`src/rtl/enemy_spawner_pkg.sv`:
```
// Shared encodings for the enemy spawner: FSM states, enemy type codes,
// LFSR taps and the wave-dependent type mapping.
package enemy_pkg;

  typedef enum logic [2:0] {
    SP_IDLE   = 3'd0,
    SP_WAIT   = 3'd1,
    SP_PICK   = 3'd2,
    SP_ISSUE  = 3'd3,
    SP_SETTLE = 3'd4
  } sp_state_t;

  localparam logic [1:0] TYPE_NONE  = 2'b00;
  localparam logic [1:0] TYPE_BASIC = 2'b01;
  localparam logic [1:0] TYPE_GLASS = 2'b10;
  localparam logic [1:0] TYPE_HEAVY = 2'b11;

  // Taps 16/14/13/11 of a right-shifting Fibonacci LFSR sit at bits 0/2/3/5.
  localparam logic [15:0] LFSR_TAPS = 16'h002D;

  // Early waves only field basic units; glass appears in wave 1, heavy from wave 2.
  function automatic logic [1:0] map_type(input logic [3:0] wave, input logic [1:0] raw);
    map_type = raw;
    if (raw == TYPE_NONE || wave == 4'd0)
      map_type = TYPE_BASIC;
    else if (wave == 4'd1 && raw == TYPE_HEAVY)
      map_type = TYPE_GLASS;
  endfunction

endpackage

```
`src/rtl/enemy_spawner_if.sv`:
```
// Spawner <-> enemy unit pool bundle, plus read-only debug visibility of the FSM.
// canSpawn is a one-cycle grant strobe with no ready: the selected unit is known
// free (dead=1) when granted, so the grant is always accepted.
interface enemy_spawner_if
  import enemy_pkg::*;
#(
  parameter int NUM_SLOTS = 4
);
  logic                 enable;
  logic                 tick;
  logic [NUM_SLOTS-1:0] dead;
  logic [NUM_SLOTS-1:0] canSpawn;
  logic [1:0]           spawnType;
  logic [3:0]           waveNum;
  logic [2:0]           spawnCount;
  logic                 busy;
  sp_state_t            state;
  logic [7:0]           cd;
  logic [15:0]          lfsr;

  modport master (
    input  enable, tick, dead,
    output canSpawn, spawnType, waveNum, spawnCount, busy, state, cd, lfsr
  );

  modport slave (
    output enable, tick, dead,
    input  canSpawn, spawnType, waveNum, spawnCount, busy, state, cd, lfsr
  );
endinterface

```
`src/rtl/enemy_spawner_lfsr.sv`:
```
// 16-bit Fibonacci LFSR (taps 16/14/13/11), advancing one step per enabled clock.
module spawn_lfsr
  import enemy_pkg::*;
#(
  parameter logic [15:0] SEED = 16'hACE1
) (
  input  logic        clk,
  input  logic        reset,
  input  logic        en,
  output logic [15:0] value
);
  always_ff @(posedge clk or posedge reset) begin
    if (reset)
      value <= SEED;
    else if (en)
      value <= {^(value & LFSR_TAPS), value[15:1]};
  end
endmodule

```
`src/rtl/enemy_spawner.sv`:
```
// Enemy spawner: paces spawns with a tick-driven cooldown, grants the lowest free
// unit slot and picks a wave-dependent enemy type from an LFSR.
module enemy_spawner
  import enemy_pkg::*;
#(
  parameter int          NUM_SLOTS     = 4,
  parameter int          COOLDOWN_BASE = 8,
  parameter int          WAVE_LEN      = 8,
  parameter logic [15:0] LFSR_SEED     = 16'hACE1
) (
  input  logic            clk,
  input  logic            reset,
  enemy_spawner_if.master bus
);
  localparam int CD_W = $clog2(COOLDOWN_BASE) + 1;

  sp_state_t            state;
  logic [CD_W-1:0]      cd;
  logic [NUM_SLOTS-1:0] can_spawn;
  logic [1:0]           spawn_type;
  logic [3:0]           wave_num;
  logic [2:0]           spawn_count;
  logic [15:0]          lfsr;
  logic [NUM_SLOTS-1:0] pick;
  logic [2:0]           count_next;
  logic [3:0]           wave_next;

  spawn_lfsr #(.SEED(LFSR_SEED)) u_lfsr (
    .clk   (clk),
    .reset (reset),
    .en    (bus.enable),
    .value (lfsr)
  );

  // Isolates the lowest set bit; zero when no slot is free.
  function automatic logic [NUM_SLOTS-1:0] lowest_free(input logic [NUM_SLOTS-1:0] d);
    lowest_free = d & (~d + 1'b1);
  endfunction

  function automatic logic [CD_W-1:0] cd_load(input logic [3:0] wave);
    case (wave)
      4'd0:    cd_load = CD_W'(COOLDOWN_BASE);
      4'd1:    cd_load = CD_W'(COOLDOWN_BASE >> 1);
      default: cd_load = CD_W'(COOLDOWN_BASE >> 2);
    endcase
  endfunction

  always_comb begin
    pick       = lowest_free(bus.dead);
    count_next = spawn_count + 3'd1;
    wave_next  = wave_num;
    if (spawn_count == 3'(WAVE_LEN - 1)) begin
      count_next = 3'd0;
      wave_next  = (wave_num == 4'd15) ? 4'd15 : wave_num + 4'd1;
    end
  end

  always_ff @(posedge clk or posedge reset) begin
    if (reset) begin
      state       <= SP_IDLE;
      cd          <= '0;
      can_spawn   <= '0;
      spawn_type  <= TYPE_BASIC;
      wave_num    <= 4'd0;
      spawn_count <= 3'd0;
    end else begin
      can_spawn <= '0;
      if (!bus.enable) begin
        // A grant already on the wire still counts toward the wave.
        if (state == SP_ISSUE) begin
          spawn_count <= count_next;
          wave_num    <= wave_next;
        end
        state <= SP_IDLE;
      end else begin
        case (state)
          SP_IDLE: begin
            cd    <= cd_load(wave_num);
            state <= SP_WAIT;
          end
          SP_WAIT: begin
            if (cd == '0)
              state <= SP_PICK;
            else if (bus.tick)
              cd <= cd - 1'b1;
          end
          SP_PICK: begin
            if (pick != '0) begin
              can_spawn  <= pick;
              spawn_type <= map_type(wave_num, lfsr[1:0]);
              state      <= SP_ISSUE;
            end
          end
          SP_ISSUE: begin
            spawn_count <= count_next;
            wave_num    <= wave_next;
            state       <= SP_SETTLE;
          end
          SP_SETTLE: begin
            cd    <= cd_load(wave_num);
            state <= SP_WAIT;
          end
          default: state <= SP_IDLE;
        endcase
      end
    end
  end

  assign bus.canSpawn   = can_spawn;
  assign bus.spawnType  = spawn_type;
  assign bus.waveNum    = wave_num;
  assign bus.spawnCount = spawn_count;
  assign bus.busy       = (state != SP_IDLE);
  assign bus.state      = state;
  assign bus.cd         = 8'(cd);
  assign bus.lfsr       = lfsr;
endmodule
```
`src/flat_wrapper.sv`:
```
// flat-port wrapper written by rule: the top's interface ports become plain ports
module enemy_spawner_flat import enemy_pkg::*;
#(
  parameter int          NUM_SLOTS     = 4,
  parameter int          COOLDOWN_BASE = 8,
  parameter int          WAVE_LEN      = 8,
  parameter logic [15:0] LFSR_SEED     = 16'hACE1
)
  (clk, reset, bus_enable, bus_tick, bus_dead, bus_canSpawn, bus_spawnType, bus_waveNum, bus_spawnCount, bus_busy, bus_state, bus_cd, bus_lfsr);
  enemy_spawner_if #(.NUM_SLOTS(NUM_SLOTS)) bus_i ();
  input  logic clk;
  input  logic reset;
  input wire logic [$bits(bus_i.enable)-1:0] bus_enable;
  input wire logic [$bits(bus_i.tick)-1:0] bus_tick;
  input wire logic [$bits(bus_i.dead)-1:0] bus_dead;
  output wire logic [$bits(bus_i.canSpawn)-1:0] bus_canSpawn;
  output wire logic [$bits(bus_i.spawnType)-1:0] bus_spawnType;
  output wire logic [$bits(bus_i.waveNum)-1:0] bus_waveNum;
  output wire logic [$bits(bus_i.spawnCount)-1:0] bus_spawnCount;
  output wire logic [$bits(bus_i.busy)-1:0] bus_busy;
  output wire logic [$bits(bus_i.state)-1:0] bus_state;
  output wire logic [$bits(bus_i.cd)-1:0] bus_cd;
  output wire logic [$bits(bus_i.lfsr)-1:0] bus_lfsr;
  assign bus_i.enable = bus_enable;
  assign bus_i.tick = bus_tick;
  assign bus_i.dead = bus_dead;
  assign bus_canSpawn = bus_i.canSpawn;
  assign bus_spawnType = bus_i.spawnType;
  assign bus_waveNum = bus_i.waveNum;
  assign bus_spawnCount = bus_i.spawnCount;
  assign bus_busy = bus_i.busy;
  assign bus_state = bus_i.state;
  assign bus_cd = bus_i.cd;
  assign bus_lfsr = bus_i.lfsr;
  enemy_spawner #(.NUM_SLOTS(NUM_SLOTS), .COOLDOWN_BASE(COOLDOWN_BASE), .WAVE_LEN(WAVE_LEN), .LFSR_SEED(LFSR_SEED)) u_core (.clk(clk), .reset(reset), .bus(bus_i));
endmodule
```
`config.mk`:
```
export PLATFORM = sky130hd
export DESIGN_NAME = enemy_spawner_flat
export DESIGN_NICKNAME = d
export VERILOG_FILES = /design/src/rtl/enemy_spawner_pkg.sv /design/src/rtl/enemy_spawner_if.sv /design/src/rtl/enemy_spawner_lfsr.sv /design/src/rtl/enemy_spawner.sv /design/src/flat_wrapper.sv
export SDC_FILE = /design/constraint.sdc
export NUM_CORES = 1
export LEC_CHECK = 0
export BUFFER_PORTS_ARGS = -buffer_cell sky130_fd_sc_hd__clkbuf_2
export CAP_MARGIN = 20
export CORE_MARGIN = 2
export CORE_UTILIZATION = 40
export CTS_BUF_LIST = sky130_fd_sc_hd__clkbuf_16
export DETAILED_ROUTE_END_ITERATION = 10
export HOLD_SLACK_MARGIN = 0.08
export PLACE_DENSITY = 0.61
export SLEW_MARGIN = 30
export SYNTH_ARGS = -nofsm -noshare
export SYNTH_HDL_FRONTEND = slang
export SYNTH_SLANG_ARGS = --single-unit
```
`constraint.sdc`:
```
create_clock -name clk -period 4.9 [get_ports clk]
set_input_delay 0.735 -clock clk [delete_from_list [all_inputs] [get_ports clk]]
set_output_delay 0.735 -clock clk [all_outputs]
set_load 0.01 [all_outputs]
```
### Yosys cells after proc, flatten, opt, wreduce, memory -nomap -nowiden

Index checks and enable logic that the tools add are counted.

| operators by class | value |
|---|---|
| bitwise gates (word level) | 2 |
| eq/ne operators | 12 |
| $add $sub $neg | 4 |
| reductions and logical operators | 15 |
| multiplexer cells | 15 |

Operators by type and width:

| cell | count |
|---|---|
| 4-bit two-way mux | 6 |
| 4-bit one-hot mux with 2 select lines | 2 |
| 16-bit parity | 1 |
| 3-bit two-way mux | 4 |
| 3-bit one-hot mux with 4 select lines | 1 |
| 4-bit by 1-bit adder with 4-bit output, second input constant | 2 |
| 4-bit zero test | 2 |
| 3-bit by 2-bit == test with 1-bit output, second input constant | 2 |
| 3-bit == test, second input constant | 2 |
| 3-bit by 2-bit inequality test with 1-bit output, second input constant | 2 |
| 4-bit AND | 1 |
| 4-bit by 1-bit == test with 1-bit output, second input constant | 1 |
| 4-bit == test, second input constant | 1 |
| 2-bit two-way mux | 2 |
| 2-bit inequality test, second input constant | 2 |
| 4-bit inverter | 1 |
| 2-bit AND reduction | 2 |
| 4-bit AND reduction | 1 |
| 4-bit nonzero test | 1 |
| 4-bit by 1-bit subtractor with 4-bit output, second input constant | 1 |
| 3-bit by 1-bit adder with 3-bit output, second input constant | 1 |
| 3-bit by 1-bit == test with 1-bit output, second input constant | 1 |
| 3-bit zero test | 1 |
| 3-bit AND reduction | 1 |
| 7 further kinds | 7 |

| word-level totals | value |
|---|---|
| input bits | 8 |
| output and inout port bits | 41 |
| register bits after elaboration | 36 |

### Depth between registers and ports, before layout

Gate-level depths: netlist of run 1.

| logic depth | value |
|---|---|
| word-level depth | 7 |
| gate-level depth with buffers | 5 |
| mapped depth without buffers | 5 |

### Hierarchy

A second synthesis of run 1 with hierarchy kept.

| unflattened totals | value |
|---|---|
| cells, all modules | 144 |
| area total of the unflattened synthesis | 1773.0 um^2 |

Modules (own cells, without submodules):

| module | area an instance (um^2) | sequential area each (um^2) | cells each | times used |
|---|---|---|---|---|
| enemy_spawner | 1093.5 | 501.7 | 105 | 1 |
| spawn_lfsr | 679.4 | 410.4 | 39 | 1 |

### Worst setup path before layout of run 1

No wires, ideal clock.

| timing | value |
|---|---|
| path type | register -> output |
| from | register u_core.state[0] (netlist: u_core.bus.state[0]) |
| to | output port bus_busy |
| data arrival time | 1.002 ns |
| stages on the path, launching flop included | 3 |
| setup slack | 3.163 ns |
| cells stage by stage | dfrtp_1 > clkbuf_1 > or3_1 |

| on the way | value |
|---|---|
| word-level cells in the longest chain between the ends | 1 |

RTL lines:

| what | line | text |
|---|---|---|
| start, declared | enemy_spawner.sv:17 | `sp_state_t state;` |
| start signal, assigned | enemy_spawner.sv:60 | `state <= SP_IDLE;` |
| start signal, assigned | enemy_spawner.sv:74 | `state <= SP_IDLE;` |
| start signal, assigned | enemy_spawner.sv:79 | `state <= SP_WAIT;` |
| 3-bit nonzero test | enemy_spawner.sv:113 | `assign bus.busy = (state != SP_IDLE);` |
| end, declared | flat_wrapper.sv:20 | `output wire logic [$bits(bus_i.busy)-1:0] bus_busy;` |

No other way between the ends.

### Worst setup path in the final report of run 1

| timing | value |
|---|---|
| from | register u_core.state[1] (netlist: u_core.bus.state[1]) |
| to | output port bus_busy |

The elaborated chain is that of the path after synthesis.

==> results of run 1 <==
## cells by family after synthesis
family	after synthesis	share of synthesized area (%)
AO/OA/AOI/OAI	23	9.104
XOR/XNOR	3	1.530
adder cells (fa/ha/maj)	6	4.370
buffers and inverters	17	4.953
flip-flops	36	53.10
multiplexers	20	13.04
other	1	0.2183
AND/OR/NAND/NOR	39	13.69
## stage by stage
stage	hold WS [ns]	cell area (sq um)	util [%]
detailed placement	0.4924	1968	48.50
floorplan	0.4951	1729	-
finish	0.5260	2132	52.54
CTS	0.5300	2132	52.54
global route	0.5407	2132	52.54
global placement	0.4923	1968	48.50
## power by group
group	internal, mW	switching [mW]
Sequential	0.407	0.0792
Combinational	0.149	0.137
Clock	0.237	0.114
## routing by layer
metal,vias up,track usage (%)
li1,607,-
met1,612,20.39
met2,34,23.08
met3,4,6.105
met4,0,6.754
met5,-,0
## cell type report
class                   count  area [sq um]
inverters                   9         33.78
fillers                   369          1926
flip-flops and latches     36         912.1
multi-input cells          95         732.0
repair buffers             45         227.7
clock inverters             3         38.79
well taps                  50         62.56
clock buffers               5         125.1
## cells in the final DEF (no fill, tap or decap), drive strengths merged, types with 2 or more instances in the layout
cell type,n
dfstp,9
o21ai,5
mux2,19
ha,6
or3b,3
a311oi,3
xnor2,3
a21oi,6
nand2,3
nand2b,2
dfrtp,27
clkbuf,49
inv,10
nor2,11
o211ai,2
nand3,2
conb,4
and2,2
nor3,3
nor3b,2
a21o,2
a211oi,3
## worst max-delay path by stage
| stage | depth (start not counted) | end | slack, ns |
|---|---|---|---|
| after floorplan | 2 | bus_busy | 3.16 |
| after global placement | 4 | u_core.bus.spawnType[0] | 2.91 |
| after detailed placement | 4 | u_core.bus.spawnType[0] | 2.87 |
| after CTS | 2 | bus_busy | 2.83 |
| after global routing | 2 | bus_busy | 2.77 |
| final | 2 | bus_busy | 2.82 |
## flip-flops by register name, summed over array words and instances, names as in the netlist
signal / cells
u_core.u_lfsr.value: 16
u_core.cd: 4
u_core.bus.canSpawn: 4
u_core.bus.spawnType: 2
u_core.bus.waveNum: 4
u_core.bus.state: 3
u_core.bus.spawnCount: 3
## worst max-delay path: stages (launching register included)
cell and delay (ns):
dfrtp_1 0.52, or3_1 0.41, clkbuf_2 0.14
==> results.py, run 1 <==
metrics = {
    "place": {
        "place_hpwl_um": 2413,
        "numPlacedInstances": 235,
        "placer_congestion": 0.7655,
        "place.port_buffers": 44,
        "pre_cts_ws_ns": 2.866,
    },
    "drt": {
        "vias_per_cell": 5.173,
        "vias": 1257,
        "routed-wl-met3_um": 160,
        "detail_route.drc_violations": 0,
        "first_iter_violations": 53,
        "detail-route-antenna-nets": 0,
        "dr.pass1.iters": 4,
        "routed_wire_length_per_instance_um": 14.24,
        "wl_met1_um": 1626,
        "route.top_layer_used": "met4",
        "totalWireLength_um": 3461,
        "route.met2.wl_um": 1640,
    },
    "global_routing": {
        "grt_max_degree": 37,
        "wire_length_of_the_first_global_routing_pass_um": 5968,
        "grt_pass1_vias": 1227,
        "grt_antenna_before_repair": 0,
        "gr-total-overflow": 0,
        "grt_util_all_layers_pct": 15.65,
    },
    "pwr": {
        "power_mw": 1.123,
        "power.static_leakage_nw": 1.025,
        "ir_worst_vdd_mv": 0.2703,
        "p_per_area_nw_per_um2": 526.5,
    },
    "sta": {
        "finalCritPeriodShare_pct": 42.41,
        "timing.final.hold_violations": 0,
        "setup_ws_ns": 2.822,
        "finalClockSkew_ns": 0.001779,
        "timing_worst_slew_pin_value_ns": 0.5060,
        "setup_viol": 0,
        "slew_headroom_pct": 65.96,
        "rsz0062_at_grt": "no",
        "number_of_max_slew_violations_in_the_final_report": 0,
        "fin_crit_ns": 2.078,
        "totalNegativeSetupSlack_ns": 0,
        "max_freq_mhz": 481.2,
    },
    "cells_and_area": {
        "antennaDiodeCount": 0,
        "syn2layout_area_growth_pct": 24.11,
        "drive_gt1_share_pct": 44.56,
        "finalNonFillerCells": 243,
        "final_nets": 206,
    },
    "die": {
        "coreArea_sq_um": 4058,
        "num_io_pins": 49,
        "floorplan.die.height_um": 69.54,
        "num_rows": 23,
        "floorplan.die.width_um": 69.54,
        "initial_utilization_pct": 42.34,
        "die-area_sq_um": 4835,
    },
    "job": {
        "max_cap_violations": 0,
    },
    "synth": {
        "synth_largest_area_cell": "dfrtp_1",
        "synth_top_area_share_pct": 39.33,
        "netlist_instances": 145,
        "syn-cell-area_sq_um": 1718,
        "postSynthAreaPerCell_sq_um": 11.85,
        "synth_enable_flop_cells": 0,
        "ys_top_cells_by_area": "dfrtp_1, dfstp_2, mux2_2",
        "dominantRegCellSynth": "dfrtp_1",
        "async_flop_share_pct": 100.0,
        "ys_ff_latch": 36,
        "yosys_warnings": 0,
        "synth_cell_types": 42,
        "sequential_share_of_the_synthesized_area_pct": 53.10,
        "synth.cells.most_frequent": "dfrtp_1, mux2_2, nor2_1",
        "post-synth-top-count-cell": "dfrtp_1",
    },
    "worst_setup_path": {
        "cp.arrival_ns": 1.34,
        "setup.worst_path.end_class": "output pin",
        "reg2reg_to": "u_core.bus.state[1]",
        "reg2reg_slack_ns": 3.11,
        "cp_data_required_time_ns": 4.16,
        "critPathMaxFanout": 14,
        "timing_worst_setup_path_type": "flip-flop to output pin",
        "crit-reg2reg-launch": "u_core.cd[0]",
        "worst_setup_path_start_kind": "flip-flop",
        "launching_instance_or_port_of_the_critical_path": "u_core.bus.state[1]",
        "worst-r2r-cell-count": 5,
    },
    "clock_network": {
        "clock_latency_ns": 0.28,
        "tritoncts_clock_tree": "built",
        "worst_setup_hold_path_clk_slew_ns": 0.05,
        "post_cts_resize_count": 0,
        "cts.repair_timing.setup_buffer_count": 0,
        "clock-root-buffer": "clkbuf_16",
        "cts_max_level": 2,
        "number_of_hold_buffers_added_after_cts": 0,
        "clock_sinks": 36,
        "cts_buffer_depth": 2,
        "cts-buffers-inserted": 5,
    },
    "status": {
        "run_status": "finished clean",
    },
    "worst_hold_path": {
        "path_class_of_the_lowest_slack_min_delay_path": "primary input to async pin",
    },
}
No activity file was read; power rests on OpenSTA's default activity.
==> inputs of run 2 (changes only) <==
PLACE_DENSITY = 0.64   (was 0.61)
clock period = 1.8 ns   (was 4.9 ns; I/O delays follow)
==> run 2 against run 1 <==
Die area unchanged; design area rose by 0.18%; flip-flop and latch count unchanged; clock-buffer cell count is the same; non-clock buffer count increased by 3; critical endpoint is now u_core.bus.state[1]; largest cell class unchanged; largest power group unchanged.
==> results.py, run 2 (synthesis results as in run 1) <==
metrics = {
    "status": {
        "run_status": "finished clean",
    },
    "place": {
        "numPlacedInstances": 236,
        "place_hpwl_um": 2462,
        "dpl_cell_area_sq_um": 1976,
        "placer_congestion": 0.7833,
        "place.port_buffers": 44,
        "pre_cts_ws_ns": 0.04158,
    },
    "global_routing": {
        "grt_util_all_layers_pct": 15.15,
        "wire_length_of_the_first_global_routing_pass_um": 5775,
        "grt_pass1_vias": 1258,
        "grt_antenna_before_repair": 0,
        "grt_max_degree": 37,
        "gr-total-overflow": 0,
    },
    "drt": {
        "first_iter_violations": 52,
        "detail_route.drc_violations": 0,
        "wl_met1_um": 1414,
        "vias": 1266,
        "routed_wire_length_per_instance_um": 13.67,
        "vias_per_cell": 5.146,
        "route.met2.wl_um": 1603,
        "routed-wl-met3_um": 288,
        "dr.pass1.iters": 4,
        "detail-route-antenna-nets": 0,
        "totalWireLength_um": 3363,
        "route.top_layer_used": "met4",
    },
    "cells_and_area": {
        "largest_register_ffs": 16,
        "antennaDiodeCount": 0,
        "finalNonFillerCells": 246,
        "layout_commonest_cell": "clkbuf_2",
        "syn2layout_area_growth_pct": 24.33,
        "top_register": "u_core.u_lfsr.value",
        "design_area_sq_um": 2136,
        "drive_gt1_share_pct": 45.41,
        "final_nets": 209,
        "layout_common_cells": "clkbuf_2, dfrtp_1, mux2_2, nor2_1",
        "layout.core_utilization_pct": 52.64,
    },
    "clock_network": {
        "cts-buffers-inserted": 5,
        "tritoncts_clock_tree": "built",
        "cts_max_level": 2,
        "clock_sinks": 36,
        "cts_buffer_depth": 2,
        "worst_setup_hold_path_clk_slew_ns": 0.05,
        "clock-root-buffer": "clkbuf_16",
        "clock_latency_ns": 0.28,
    },
    "worst_setup_path": {
        "setup.worst_path.end_class": "flip-flop",
        "crit-reg2reg-launch": "u_core.cd[1]",
        "worst-r2r-cell-count": 5,
        "cp_data_required_time_ns": 2.00,
        "reg2reg_slack_ns": 0.06,
        "timing_worst_setup_path_type": "flip-flop to flip-flop",
        "critPathMaxFanout": 4,
        "cp.arrival_ns": 1.93,
        "worst_setup_path_start_kind": "flip-flop",
        "reg2reg_to": "u_core.bus.state[1]",
    },
    "worst_hold_path": {
        "path_class_of_the_lowest_slack_min_delay_path": "primary input to flip-flop",
        "hold_startpoint": "bus_dead[0]",
        "min_delay_worst_endpoint": "u_core.bus.canSpawn[2]",
        "worstHoldPathCells": 2,
    },
    "pwr": {
        "p_per_area_nw_per_um2": 1361,
        "ir_worst_vdd_mv": 0.8491,
        "power.static_leakage_nw": 1.020,
        "power_mw": 2.907,
    },
    "die": {
        "die-area_sq_um": 4835,
        "initial_utilization_pct": 42.34,
        "floorplan.die.height_um": 69.54,
        "coreArea_sq_um": 4058,
        "floorplan.die.width_um": 69.54,
        "num_io_pins": 49,
        "num_rows": 23,
    },
    "sta": {
        "finalCritPeriodShare_pct": 96.48,
        "number_of_max_slew_violations_in_the_final_report": 0,
        "finalClockSkew_ns": 0.003268,
        "rsz0062_at_grt": "no",
        "max_freq_mhz": 575.8,
        "timing.final.hold_violations": 0,
        "fin_worst_hold_slack_ns": 0.2004,
        "setup_viol": 0,
        "fin_crit_ns": 1.737,
        "setup_ws_ns": 0.06334,
        "totalNegativeSetupSlack_ns": 0,
    },
    "job": {
        "max_cap_violations": 0,
    },
}
==> run 2: layout make-up <==
type,count,area (sq um)
Inverter,9,33.78
Sequential cell,36,912.1
Multi-Input combinational cell,95,734.5
Fill cell,370,1922
Timing Repair Buffer,48,252.7
Clock inverter,3,15.01
Tap cell,50,62.56
Clock buffer,5,125.1
==> run 2: where the power goes <==
part	internal, mW	switching [mW]
Combinational	0.411	0.372
Sequential	1.11	0.204
Clock	0.502	0.310
Total	2.02	0.886
==> run 2: critical path: stages, from the launching register on <==
cell and delay (ns):
dfrtp_1 0.39, inv_1 0.09, ha_2 0.19, or3b_4 0.41
or3b_1 0.38, a211oi_2 0.21
==> run 2: how the worst max path moves through the flow <==
stage,end,slack [ns],from
finish,u_core.bus.state[1],0.06,u_core.cd[1]
global route,u_core.bus.state[1],0.002,u_core.cd[1]
global placement,u_core.bus.state[1],0.10,u_core.cd[0]
detailed placement,u_core.bus.state[1],0.04,u_core.cd[0]
floorplan,u_core.bus.state[1],0.09,u_core.cd[0]
CTS,u_core.bus.state[1],0.03,u_core.cd[0]
==> run 2: what timing repair did <==
action | CTS | global route
setup endpoints to repair | 0 | 1
hold endpoints to repair | 4 | 0
resized for setup | 0 | 2
setup buffers | 0 | 1
hold buffers | 1 | 0
==> run 2: layer usage <==
metal / GRT usage, % / vias up
met5: 0 / -
met4: 6.536 / 0
met3: 6.250 / 6
met2: 24.15 / 45
met1: 17.98 / 605
li1: - / 610
==> inputs of run 3 (changes only) <==
CTS_BUF_LIST = sky130_fd_sc_hd__clkbuf_8 sky130_fd_sc_hd__clkbuf_16   (was sky130_fd_sc_hd__clkbuf_16)
==> run 3 against run 2 <==
Clock skew grew 0.0012 ns; worst hold slack lost 0.0097 ns; highest routed layer unchanged; non-clock buffer count is the same; clock-buffer cell count grew 1; critical path type unchanged.
==> results.py, run 3 (synthesis results as in run 1) <==
metrics = {
    "status": {
        "run_status": "finished clean",
    },
    "place": {
        "dpl_cell_area_sq_um": 1976,
        "place.port_buffers": 44,
        "placer_congestion": 0.7833,
        "place_hpwl_um": 2462,
    },
    "worst_hold_path": {
        "min_delay_worst_endpoint": "u_core.bus.canSpawn[2]",
        "path_class_of_the_lowest_slack_min_delay_path": "primary input to flip-flop",
        "hold_startpoint": "bus_dead[0]",
        "worstHoldPathCells": 2,
    },
    "sta": {
        "rsz0062_at_grt": "no",
        "finalCritPeriodShare_pct": 96.22,
        "max_freq_mhz": 577.4,
        "fin_crit_ns": 1.732,
        "timing.final.hold_violations": 0,
        "totalNegativeSetupSlack_ns": 0,
        "fin_worst_hold_slack_ns": 0.1907,
        "setup_viol": 0,
        "number_of_max_slew_violations_in_the_final_report": 0,
        "finalClockSkew_ns": 0.004449,
    },
    "global_routing": {
        "grt_pass1_vias": 1247,
        "grt_antenna_before_repair": 0,
        "grt_util_all_layers_pct": 15.21,
        "grt_max_degree": 37,
        "gr-total-overflow": 0,
        "wire_length_of_the_first_global_routing_pass_um": 5802,
    },
    "drt": {
        "totalWireLength_um": 3417,
        "dr.pass1.iters": 4,
        "detail_route.drc_violations": 0,
        "routed_wire_length_per_instance_um": 13.89,
        "vias": 1258,
        "first_iter_violations": 62,
        "vias_per_cell": 5.114,
        "detail-route-antenna-nets": 0,
    },
    "worst_setup_path": {
        "setup.worst_path.end_class": "flip-flop",
        "critPathMaxFanout": 4,
        "timing_worst_setup_path_type": "flip-flop to flip-flop",
        "crit-reg2reg-launch": "u_core.cd[1]",
        "cp.arrival_ns": 1.94,
        "reg2reg_to": "u_core.bus.state[1]",
        "crit_path_top_delay_cell": "or3b_4",
        "reg2reg_slack_ns": 0.07,
        "worst-r2r-cell-count": 5,
        "crit_path_cell_trace": "inv_1, ha_2, or3b_4, or3b_1, a211oi_2",
        "cp_data_required_time_ns": 2.01,
        "worst_setup_path_start_kind": "flip-flop",
        "timing.critical_path.slowest_cell_delay_ns": 0.41,
    },
    "cells_and_area": {
        "final_nets": 209,
        "syn2layout_area_growth_pct": 21.63,
        "layout_commonest_cell": "clkbuf_2",
        "layout_common_cells": "clkbuf_2, dfrtp_1, mux2_2, nor2_1",
        "top_register": "u_core.u_lfsr.value",
        "fillerInstances": 378,
        "antennaDiodeCount": 0,
        "drive_gt1_share_pct": 45.92,
        "layout.core_utilization_pct": 51.50,
        "largest_register_ffs": 16,
        "design_area_sq_um": 2090,
    },
    "die": {
        "die-area_sq_um": 4835,
        "num_rows": 23,
        "floorplan.die.width_um": 69.54,
        "floorplan.die.height_um": 69.54,
        "coreArea_sq_um": 4058,
        "initial_utilization_pct": 42.34,
        "num_io_pins": 49,
    },
    "clock_network": {
        "clock_sinks": 36,
        "clock_latency_ns": 0.28,
        "cts-buffers-inserted": 5,
        "clock-root-buffer": "clkbuf_8",
        "cts_max_level": 2,
        "tritoncts_clock_tree": "built",
        "worst_setup_hold_path_clk_slew_ns": 0.07,
        "cts_buffer_depth": 2,
    },
    "job": {
        "max_cap_violations": 0,
    },
    "pwr": {
        "ir_worst_vdd_mv": 0.7893,
        "power.static_leakage_nw": 1.000,
        "p_per_area_nw_per_um2": 1282,
    },
}
run 3: area by class of cell:
cell class                      instances  area [sq um]  share of cell area, %
Sequential cell                        36         912.1                  43.65
Tap cell                               50         62.56                  2.994
Multi-Input combinational cell         95         734.5                  35.15
Inverter                                9         33.78                  1.617
Clock buffer                            6         82.58                  3.952
Timing Repair Buffer                   48         252.7                  12.10
Clock inverter                          2         11.26                 0.5389
run 3: per-layer routing:
metal  GRT usage, %  vias up  share of wire (%)
li1               -      608                  -
met1          18.45      597                 43
met2          24.15       51                 48
met3          6.250        2                8.7
met4          5.882        0               0.61
met5              0        -                  0
run 3: power breakdown:
group	switching, mW	internal [mW]
Combinational	0.373	0.411
Clock	0.279	0.305
Sequential	0.205	1.11
run 3: timing repair:
item                                    CTS  global route
setup buffers                             0             1
hold endpoints to repair                 27             0
endpoints found under the setup margin    0             1
hold buffers                              1             0
gates resized for setup                   0             2
run 3: worst max path at each step:
stage	startpoint	to	slack (ns)	cells past startpoint
3_3_place_gp	u_core.cd[0]	u_core.bus.state[1]	0.10	5
3_5_place_dp	u_core.cd[0]	u_core.bus.state[1]	0.04	5
6_report	u_core.cd[1]	u_core.bus.state[1]	0.07	5
4_1_cts	u_core.cd[0]	u_core.bus.state[1]	0.03	5
5_1_grt	u_core.cd[1]	u_core.bus.state[1]	0.002	5
2_1_floorplan	u_core.cd[0]	u_core.bus.state[1]	0.09	5
run 3: worst max-delay path: cells and delay by family (launching register included):
kind / cells / cell delay (ns)
AO/OA/AOI/OAI: 1 / 0.21
flip-flops: 1 / 0.39
buffers and inverters: 1 / 0.08
adder cells (fa/ha/maj): 1 / 0.19
AND/OR/NAND/NOR: 2 / 0.79
run 3: through the flow:
| stage | total power, mW | cells | worst slack [ns] |
|---|---|---|---|
| detailed placement | 2.121 | 236 | 0.04158 |
| finish | 2.679 | 246 | 0.06801 |
| global route | 2.884 | 246 | 0.001689 |
| CTS | 2.726 | 245 | 0.02686 |
| global placement | 2.081 | 236 | 0.1034 |
| floorplan | 1.781 | 148 | 0.09176 |
